$ cat config.mk
export PLATFORM = sky130hd
export DESIGN_NAME = bus_arb
export DESIGN_NICKNAME = d
export VERILOG_FILES = /design/src/rtl/bus_arb.sv
export SDC_FILE = /design/constraint.sdc
export NUM_CORES = 1
export LEC_CHECK = 0
export CAP_MARGIN = 20
export CORE_AREA = 2 2 116 118
export CTS_CLUSTER_SIZE = 16
export DETAILED_ROUTE_END_ITERATION = 8
export DIE_AREA = 0 0 118 120
export GPL_TIMING_DRIVEN = 0
export PLACE_DENSITY = 0.69
export SYNTH_ARGS = -nofsm -noshare
export SYNTH_HDL_FRONTEND = slang
export SYNTH_SLANG_ARGS = --single-unit
$ cat constraint.sdc
create_clock -name clk -period 4 [get_ports clk]
set_input_delay 0.8 -clock clk [delete_from_list [all_inputs] [get_ports clk]]
set_output_delay 0.8 -clock clk [all_outputs]
set_load 0.01 [all_outputs]
$ cat src/rtl/bus_arb.sv
// bus_arb: two-master round-robin arbiter for the 24-bit stb/ack system bus with transfer timeout
//
// Ports:
//   clk, rst_n                      system clock, asynchronous active-low reset
//   m0_stb/we/addr/dout -> m0_din/ack   CPU master interface (word address [23:2])
//   m1_stb/we/addr/dout -> m1_din/ack   second master interface, same protocol
//   bus_stb/we/addr/dout, bus_din/ack   shared slave-side interface
//   gnt                             one-hot current grant {m1,m0}, 2'b00 when idle
//   tmo_err                         single-cycle pulse on a forced (timed-out) completion
//   tmo_addr                        byte address of the most recent timed-out transfer
module bus_arb #(
    parameter int          TMO_CYCLES = 255,
    parameter int          TMO_W      = 8,
    parameter logic [31:0] ERR_DATA   = 32'h0
) (
    input  logic        clk,
    input  logic        rst_n,
    input  logic        m0_stb,
    input  logic        m0_we,
    input  logic [21:0] m0_addr,
    input  logic [31:0] m0_dout,
    output logic [31:0] m0_din,
    output logic        m0_ack,
    input  logic        m1_stb,
    input  logic        m1_we,
    input  logic [21:0] m1_addr,
    input  logic [31:0] m1_dout,
    output logic [31:0] m1_din,
    output logic        m1_ack,
    output logic        bus_stb,
    output logic        bus_we,
    output logic [21:0] bus_addr,
    output logic [31:0] bus_dout,
    input  logic [31:0] bus_din,
    input  logic        bus_ack,
    output logic [1:0]  gnt,
    output logic        tmo_err,
    output logic [23:0] tmo_addr
);
    typedef enum logic [1:0] {IDLE = 2'd0, G0 = 2'd1, G1 = 2'd2} state_t;

    localparam logic [TMO_W-1:0] TMO_LAST = TMO_W'(TMO_CYCLES - 1);
    localparam bit               TMO_EN   = TMO_CYCLES != 0;

    state_t            state_q;
    logic              last_q;
    logic [TMO_W-1:0]  cnt_q;
    logic [23:0]       tmo_addr_q;

    logic        act;
    logic        sel;
    logic        sel_stb;
    logic        done;
    logic        tmo_hit;
    logic        fin;
    logic [21:0] sel_addr;

    always_comb begin
        act      = state_q != IDLE;
        sel      = state_q == G1;
        sel_stb  = sel ? m1_stb : m0_stb;
        sel_addr = sel ? m1_addr : m0_addr;
        // A slave ack only counts while the granted master still strobes;
        // a dropped strobe is an abort regardless of bus_ack.
        done     = act && sel_stb && bus_ack;
        // An ack in the last allowed cycle beats the timeout.
        tmo_hit  = TMO_EN && act && sel_stb && !bus_ack && cnt_q == TMO_LAST;
        fin      = done || tmo_hit;
        bus_stb  = act && sel_stb && !tmo_hit;
        bus_we   = act && (sel ? m1_we : m0_we);
        bus_addr = sel_addr;
        bus_dout = sel ? m1_dout : m0_dout;
        m0_ack   = state_q == G0 && fin;
        m1_ack   = state_q == G1 && fin;
        m0_din   = state_q == G0 ? (tmo_hit ? ERR_DATA : bus_din) : 32'h0;
        m1_din   = state_q == G1 ? (tmo_hit ? ERR_DATA : bus_din) : 32'h0;
        gnt      = {state_q == G1, state_q == G0};
        tmo_err  = tmo_hit;
        tmo_addr = tmo_addr_q;
    end

    // last_q = 1 means m1 was served last, so m0 wins the next tie.
    always_ff @(posedge clk or negedge rst_n) begin
        if (!rst_n) begin
            state_q    <= IDLE;
            last_q     <= 1'b1;
            cnt_q      <= '0;
            tmo_addr_q <= '0;
        end else if (!act) begin
            cnt_q <= '0;
            if (m0_stb && (!m1_stb || last_q))
                state_q <= G0;
            else if (m1_stb)
                state_q <= G1;
        end else if (fin || !sel_stb) begin
            state_q <= IDLE;
            if (fin)
                last_q <= sel;
            if (tmo_hit)
                tmo_addr_q <= {sel_addr, 2'b00};
        end else begin
            cnt_q <= cnt_q + 1'b1;
        end
    end
endmodule

---- Word-level counts from Yosys, hierarchy flattened ----
Cells that the tools add are included.
cells by class
  add/subtract/negate cells ............... 1
  equal/unequal tests ..................... 5
  muxes and demuxes ....................... 13
  reduce and logical (&&, ||, !) cells .... 21
operator list
  operator             number
  $mux 32              4
  $mux 22              1
  $mux 8               2
  $logic_and 1x1->1    9
  $add 8x1->8 const B  1
  $eq 8x8->1 const B   1
  $mux 2               4
  $reduce_and 3->1     2
  $logic_not 1->1      4
  $logic_or 1x1->1     3
  $reduce_bool 3->1    1
  $eq 2x1->1 const B   1
  $eq 2x2->1 const B   1
  $mux 1               2
  $ne 2x1->1 const B   1
  $ne 2x2->1 const B   1
  $reduce_and 2->1     1
  $reduce_bool 2->1    1
word-level totals
  bits in registers ....................... 33
  input port bits ......................... 147
  output and inout bits ................... 149
  logic and storage cells ................. 44

---- Logic depth before layout (Yosys ltp) ----
  word-level depth ........................ 9
  depth in mapped cells ................... 7
  mapped depth without buffers ............ 6

---- Least setup slack after synthesis ----
Ideal clock, no wire load.
  path kind ............................... input -> output
  from .................................... input m1_stb
  to ...................................... output m0_din[10]
  arrival ................................. 1.888 ns
  required time ........................... 3.200 ns
  path slack .............................. 1.312 ns
  stages on the path ...................... 5
  cells stage by stage .................... nand3b_4 a2111oi_4 nor2_1 clkbuf_1 and2_1
between the ends
  cells in the longest elaborated chain, start to end .. 6
RTL lines
  what                            line  source
  start: declaration              24    input logic m1_stb,
  $mux 1                          61    sel_stb = sel ? m1_stb : m0_stb;
  $logic_and 1x1->1 (3 in a row)  67    tmo_hit = TMO_EN && act && sel_stb && !bus_ack && cnt_q == TMO_LAST;
  $mux 32 (2 in a row)            75    m0_din = state_q == G0 ? (tmo_hit ? ERR_DATA : bus_din) : 32'h0;
  end: declaration                22    output logic [31:0] m0_din,
No other way between the ends.

---- Worst setup path in the final report ----
  from .................................... input m0_stb
  to ...................................... output m1_din[29]
between the ends
  cells in the longest elaborated chain, start to end .. 6
RTL lines
  what                            line  source
  start: declaration              18    input logic m0_stb,
  $mux 1                          61
  $logic_and 1x1->1 (3 in a row)  67
  $mux 32 (2 in a row)            76    m1_din = state_q == G1 ? (tmo_hit ? ERR_DATA : bus_din) : 32'h0;
  end: declaration                28    output logic [31:0] m1_din,
No other way between the ends.

==> impl.org <==
** Clock network
- For this design, the sink count on the clock tree is 33.
- Cell at the root of the clock tree :: sky130_fd_sc_hd__clkbuf_16
- The clock passes through at most 2 buffers.
- At the later pin of the worst-skew pair, clock insertion delay measures 280 ps.
- Clock tree from TritonCTS :: built
- Buffers inserted during clock tree synthesis total 5.
- Clock-pin slew was measured on the worst setup and hold paths at 50 ps.
- Clock H-tree levels :: 2
- CTS-repair resized insts :: 0

** Pwr
- Total internal power :: 1.52 mW
- Sequential cell fraction of total power :: 15.1%
- Worst ir drop on vdd :: 0.000154 V
- Lkg Pwr :: 2.64 nW
- Combinational logic is responsible for 66.5% of the overall power.
- Per report_power, the clock group accounts for 18.4% of the total.
- In this run the power density over the cells is 408 nW/µm².
- Total net switching power :: 0.923 mW
- Switching part of the total power :: 37.9%

** Route
- Detailed routing inserted a total of 3576 vias.
- After detailed routing, the number of remaining DRC violations is 0.
- Before antenna repair, the detailed router went through 4 iterations.
- Wirelength per Cell :: 14.6 µm
- Post-DRT Antenna Nets :: 0
- In the routed layout, each cell is associated on average with a via count of 4.19.
- Count of routing violations after the opening detailed-route iteration :: 121
- Final Routed Wirelength :: 12500 µm

** Job
- Max-cap viol count :: 0

** Yosys
- Unique masters post-synth :: 35
- Warnings, synthesis :: 0
- Share of synthesized area occupied by flip-flops and latches :: 31.2%
- Synthesized netlist cell count :: 375
- Number of register bits inferred by synthesis :: 33
- The synthesized netlist occupies a cell area of 2650 µm².
- The average instance in the mapped netlist occupies 7.06 µm².

** Worst setup path
- The startpoint identified for the worst register-to-register timing path is cnt_q[0]$_DFFE_PN0P_.
- Critical Path Max Stage Delay :: 530 ps
- Startpoint Class :: input port
- CP most frequent cell :: sky130_fd_sc_hd__clkdlybuf4s50_1
- Data on the critical path is required at its endpoint by 3200 ps.
- CP Capture Type :: output port
- Measured in cells, the most critical reg-to-reg path has a length of 7.
- The critical path is of the input port to output port type.
- In this run the worst path has a maximum fanout of 10.
- The slowest stage of the critical path is the sky130_fd_sc_hd__clkdlybuf4s50_1 cell.
- The endpoint identified for the worst register-to-register timing path is tmo_addr[5]$_DFFE_PN0P_.
- Slack of the worst reg-to-reg path :: 1910 ps
- Data on the critical path arrives at its endpoint at 3040 ps.
- Walking the worst path, the cells encountered are clkdlybuf4s50_1 > nand2_1 > a2111oi_4 > nor2_1 > clkbuf_1 > and2_1 > clkdlybuf4s50_1.

** Worst hold path
- Terminating pin of the worst hold path :: tmo_addr[13]$_DFFE_PN0P_
- The worst hold path belongs to the class flop to flop.
- Along the worst hold path, the cell count comes to 1.
- Start point of the worst min-delay path :: tmo_addr[13]$_DFFE_PN0P_

** GRT
- The number of global-route vias before repair is 3419.
- Global-route wire length before repair :: 18400 µm
- Global routing used 16.4% of the available tracks across all layers.
- Initial antenna violation count :: 0
- For this run the aggregate overflow at the end of global routing stands at 0.
- Pin count of the biggest net entering global routing :: 34

** Timing
- Measured slew at the worst slew-check pin :: 748 ps
- Setup slack on the critical path of the routed design comes to 162 ps.
- Worst Skew :: 8.73 ps
- Setup repair after global routing left no endpoint under its margin.
- Final min period :: 3840 ps
- The worst pin sits at a relative slew slack of 50.1%.
- Number of hold violations in the final report :: 0
- Static timing analysis puts the maximum clock frequency at 0.261 GHz.
- Of the available clock period, the critical path in the final layout requires 95.9%.
- Setup violations remaining at the end of the flow were counted as 0.
- Final Max Slew Viols :: 0

** Layout
- Relative to the synthesized area, the layout overhead comes to 126%.
- Antenna Cells :: 0
- The final layout contains 826 nets.
- Of the cells placed in the final design, the portion with a size suffix greater than 1 is 6.49%.
- Final core utilization :: 46.1%

** Die
- The floorplan has 42 rows.
- The die covers 14200 µm².
- The floorplan step set the die height to 120 µm.
- For this configuration, the core starts out at a cell density of 20.4%.
- X dimension of the die :: 118 µm
- I/O Pins :: 296
- Placeable core area :: 13000 µm²

** Placed design
- Port buffering added 293 buffers.
- Worst slack after detailed placement :: -153 ps
- Half-perimeter wire length after placement :: 10700 µm
- Routability-driven placement finished with a final weighted congestion of 0.884.

** Run status
- Result of the run :: finished clean
==> final cells by class <==
cell class	count	area (µm²)
multi-input combinational	312	1690
inverter	5	18.8
timing repair buffer	294	2940
fill	1279	7000
sequential	33	827
tap	176	220
clock inverter	1	30.0
buffer	26	119
clock buffer	7	143
==> logic make-up (layout without fill, tap and decap cells) <==
| kind of cell | Yosys count | after routing | synth area share [%] |
|---|---|---|---|
| and+or+nand+nor | 262 | 262 | 46.0 |
| adders and majority gates | 2 | 2 | 0.945 |
| muxes | 23 | 23 | 9.78 |
| other | 1 | 2 | 0.142 |
| AOI/OAI and AO/OA | 23 | 23 | 6.66 |
| buffers and inverters | 31 | 333 | 5.20 |
| DFF | 33 | 33 | 31.2 |
==> placed cells by master, fill, tap and decap left out, types with 4 or more instances in the layout <==
| cell | n |
|---|---|
| sky130_fd_sc_hd__clkdlybuf4s50_1 | 292 |
| sky130_fd_sc_hd__nand2_1 | 167 |
| sky130_fd_sc_hd__and2_1 | 66 |
| sky130_fd_sc_hd__dfrtp_1 | 32 |
| sky130_fd_sc_hd__mux2_2 | 23 |
| sky130_fd_sc_hd__clkbuf_1 | 16 |
| sky130_fd_sc_hd__nor2_1 | 8 |
| sky130_fd_sc_hd__buf_4 | 6 |
| sky130_fd_sc_hd__a21oi_1 | 6 |
| sky130_fd_sc_hd__inv_1 | 5 |
| sky130_fd_sc_hd__o31ai_1 | 5 |
| sky130_fd_sc_hd__or4_1 | 5 |
| sky130_fd_sc_hd__clkbuf_16 | 5 |
| sky130_fd_sc_hd__nand2b_1 | 4 |
| sky130_fd_sc_hd__buf_1 | 4 |
==> registers in the layout, summed over array words and instances, names as in the netlist <==
signal / flops
tmo_addr: 22
state_q: 2
cnt_q: 8
last_q: 1
==> power by group through the flow <==
stage	Sequential [mW]	Combinational (mW)	Clock [mW]
after floorplan	0.369	0.692	0
after global placement	0.371	1.61	0
after detailed placement	0.373	1.64	0
after CTS	0.367	1.64	0.460
after global routing	0.370	1.75	0.474
final	0.368	1.62	0.449
==> synth_stat cells (all sizes together) <==
| cell type | instances | area (µm²) |
|---|---|---|
| ha | 2 | 25.0 |
| or2 | 2 | 12.5 |
| nand3b | 1 | 20.0 |
| clkbuf | 15 | 56.3 |
| nor3 | 1 | 5.00 |
| o22ai | 2 | 12.5 |
| o41ai | 1 | 8.76 |
| nand4 | 2 | 12.5 |
| a21o | 1 | 7.51 |
| nor2 | 8 | 30.0 |
| or4 | 5 | 37.5 |
| a21oi | 6 | 30.0 |
| conb | 1 | 3.75 |
| nand3 | 3 | 15.0 |
| dfstp | 1 | 26.3 |
| inv | 5 | 18.8 |
| a2111oi | 1 | 27.5 |
| a21boi | 1 | 7.51 |
| a211oi | 1 | 7.51 |
| o31ai | 5 | 37.5 |
| nand2b | 4 | 25.0 |
| dfrtp | 32 | 801 |
| nand2 | 167 | 627 |
| o311ai | 1 | 8.76 |
| a22o | 2 | 17.5 |
| mux2 | 23 | 259 |
| nor2b | 1 | 6.26 |
| a31oi | 1 | 6.26 |
| o21ai | 1 | 5.00 |
| and3 | 1 | 6.26 |
| and2 | 66 | 413 |
| nor4b | 1 | 8.76 |
| buf | 11 | 62.6 |
==> routing by layer <==
layer	vias up	wire length, µm	global-route usage, %
li1	1795	-	-
met1	1630	5070	19.2
met2	138	6490	30.1
met3	13	824	4.42
met4	0	127	3.09
met5	-	0	0
==> repair_timing <==
| item | 4_1_cts | 5_1_grt |
|---|---|---|
| setup endpoints to repair | 60 | 0 |
| hold buffers | 0 | 0 |
| setup buffers | 1 | 0 |
==> per-stage QoR <==
stage | hold WS [ps] | TNS (ps) | cell area (µm²) | total power, mW | instances
6_report | 505 | 0 | 5980 | 2.44 | 854
3_5_place_dp | 495 | -6970 | 5800 | 2.01 | 845
5_1_grt | 515 | 0 | 5980 | 2.59 | 854
3_3_place_gp | 491 | -7800 | 5800 | 1.99 | 845
4_1_cts | 507 | 0 | 5980 | 2.47 | 854
2_1_floorplan | 504 | 0 | 2650 | 1.06 | 376
==> worst max path at each step <==
stage	to	cells after the start	slack [ps]	startpoint
finish	m1_din[29]	7	160	m0_stb
global route	m1_din[8]	7	20	m0_stb
floorplan	m0_din[10]	5	1310	m1_stb
detailed placement	m1_din[10]	7	-150	m1_stb
CTS	m1_din[2]	7	130	m0_stb
global placement	m1_din[29]	7	-180	m1_stb
==> worst max-delay path, delay by kind of cell <==
kind / cells / cell delay [ps]
compound gates: 1 / 440
simple gates: 3 / 530
buf+inv: 3 / 1260
No activity file was read; power rests on OpenSTA's default activity.
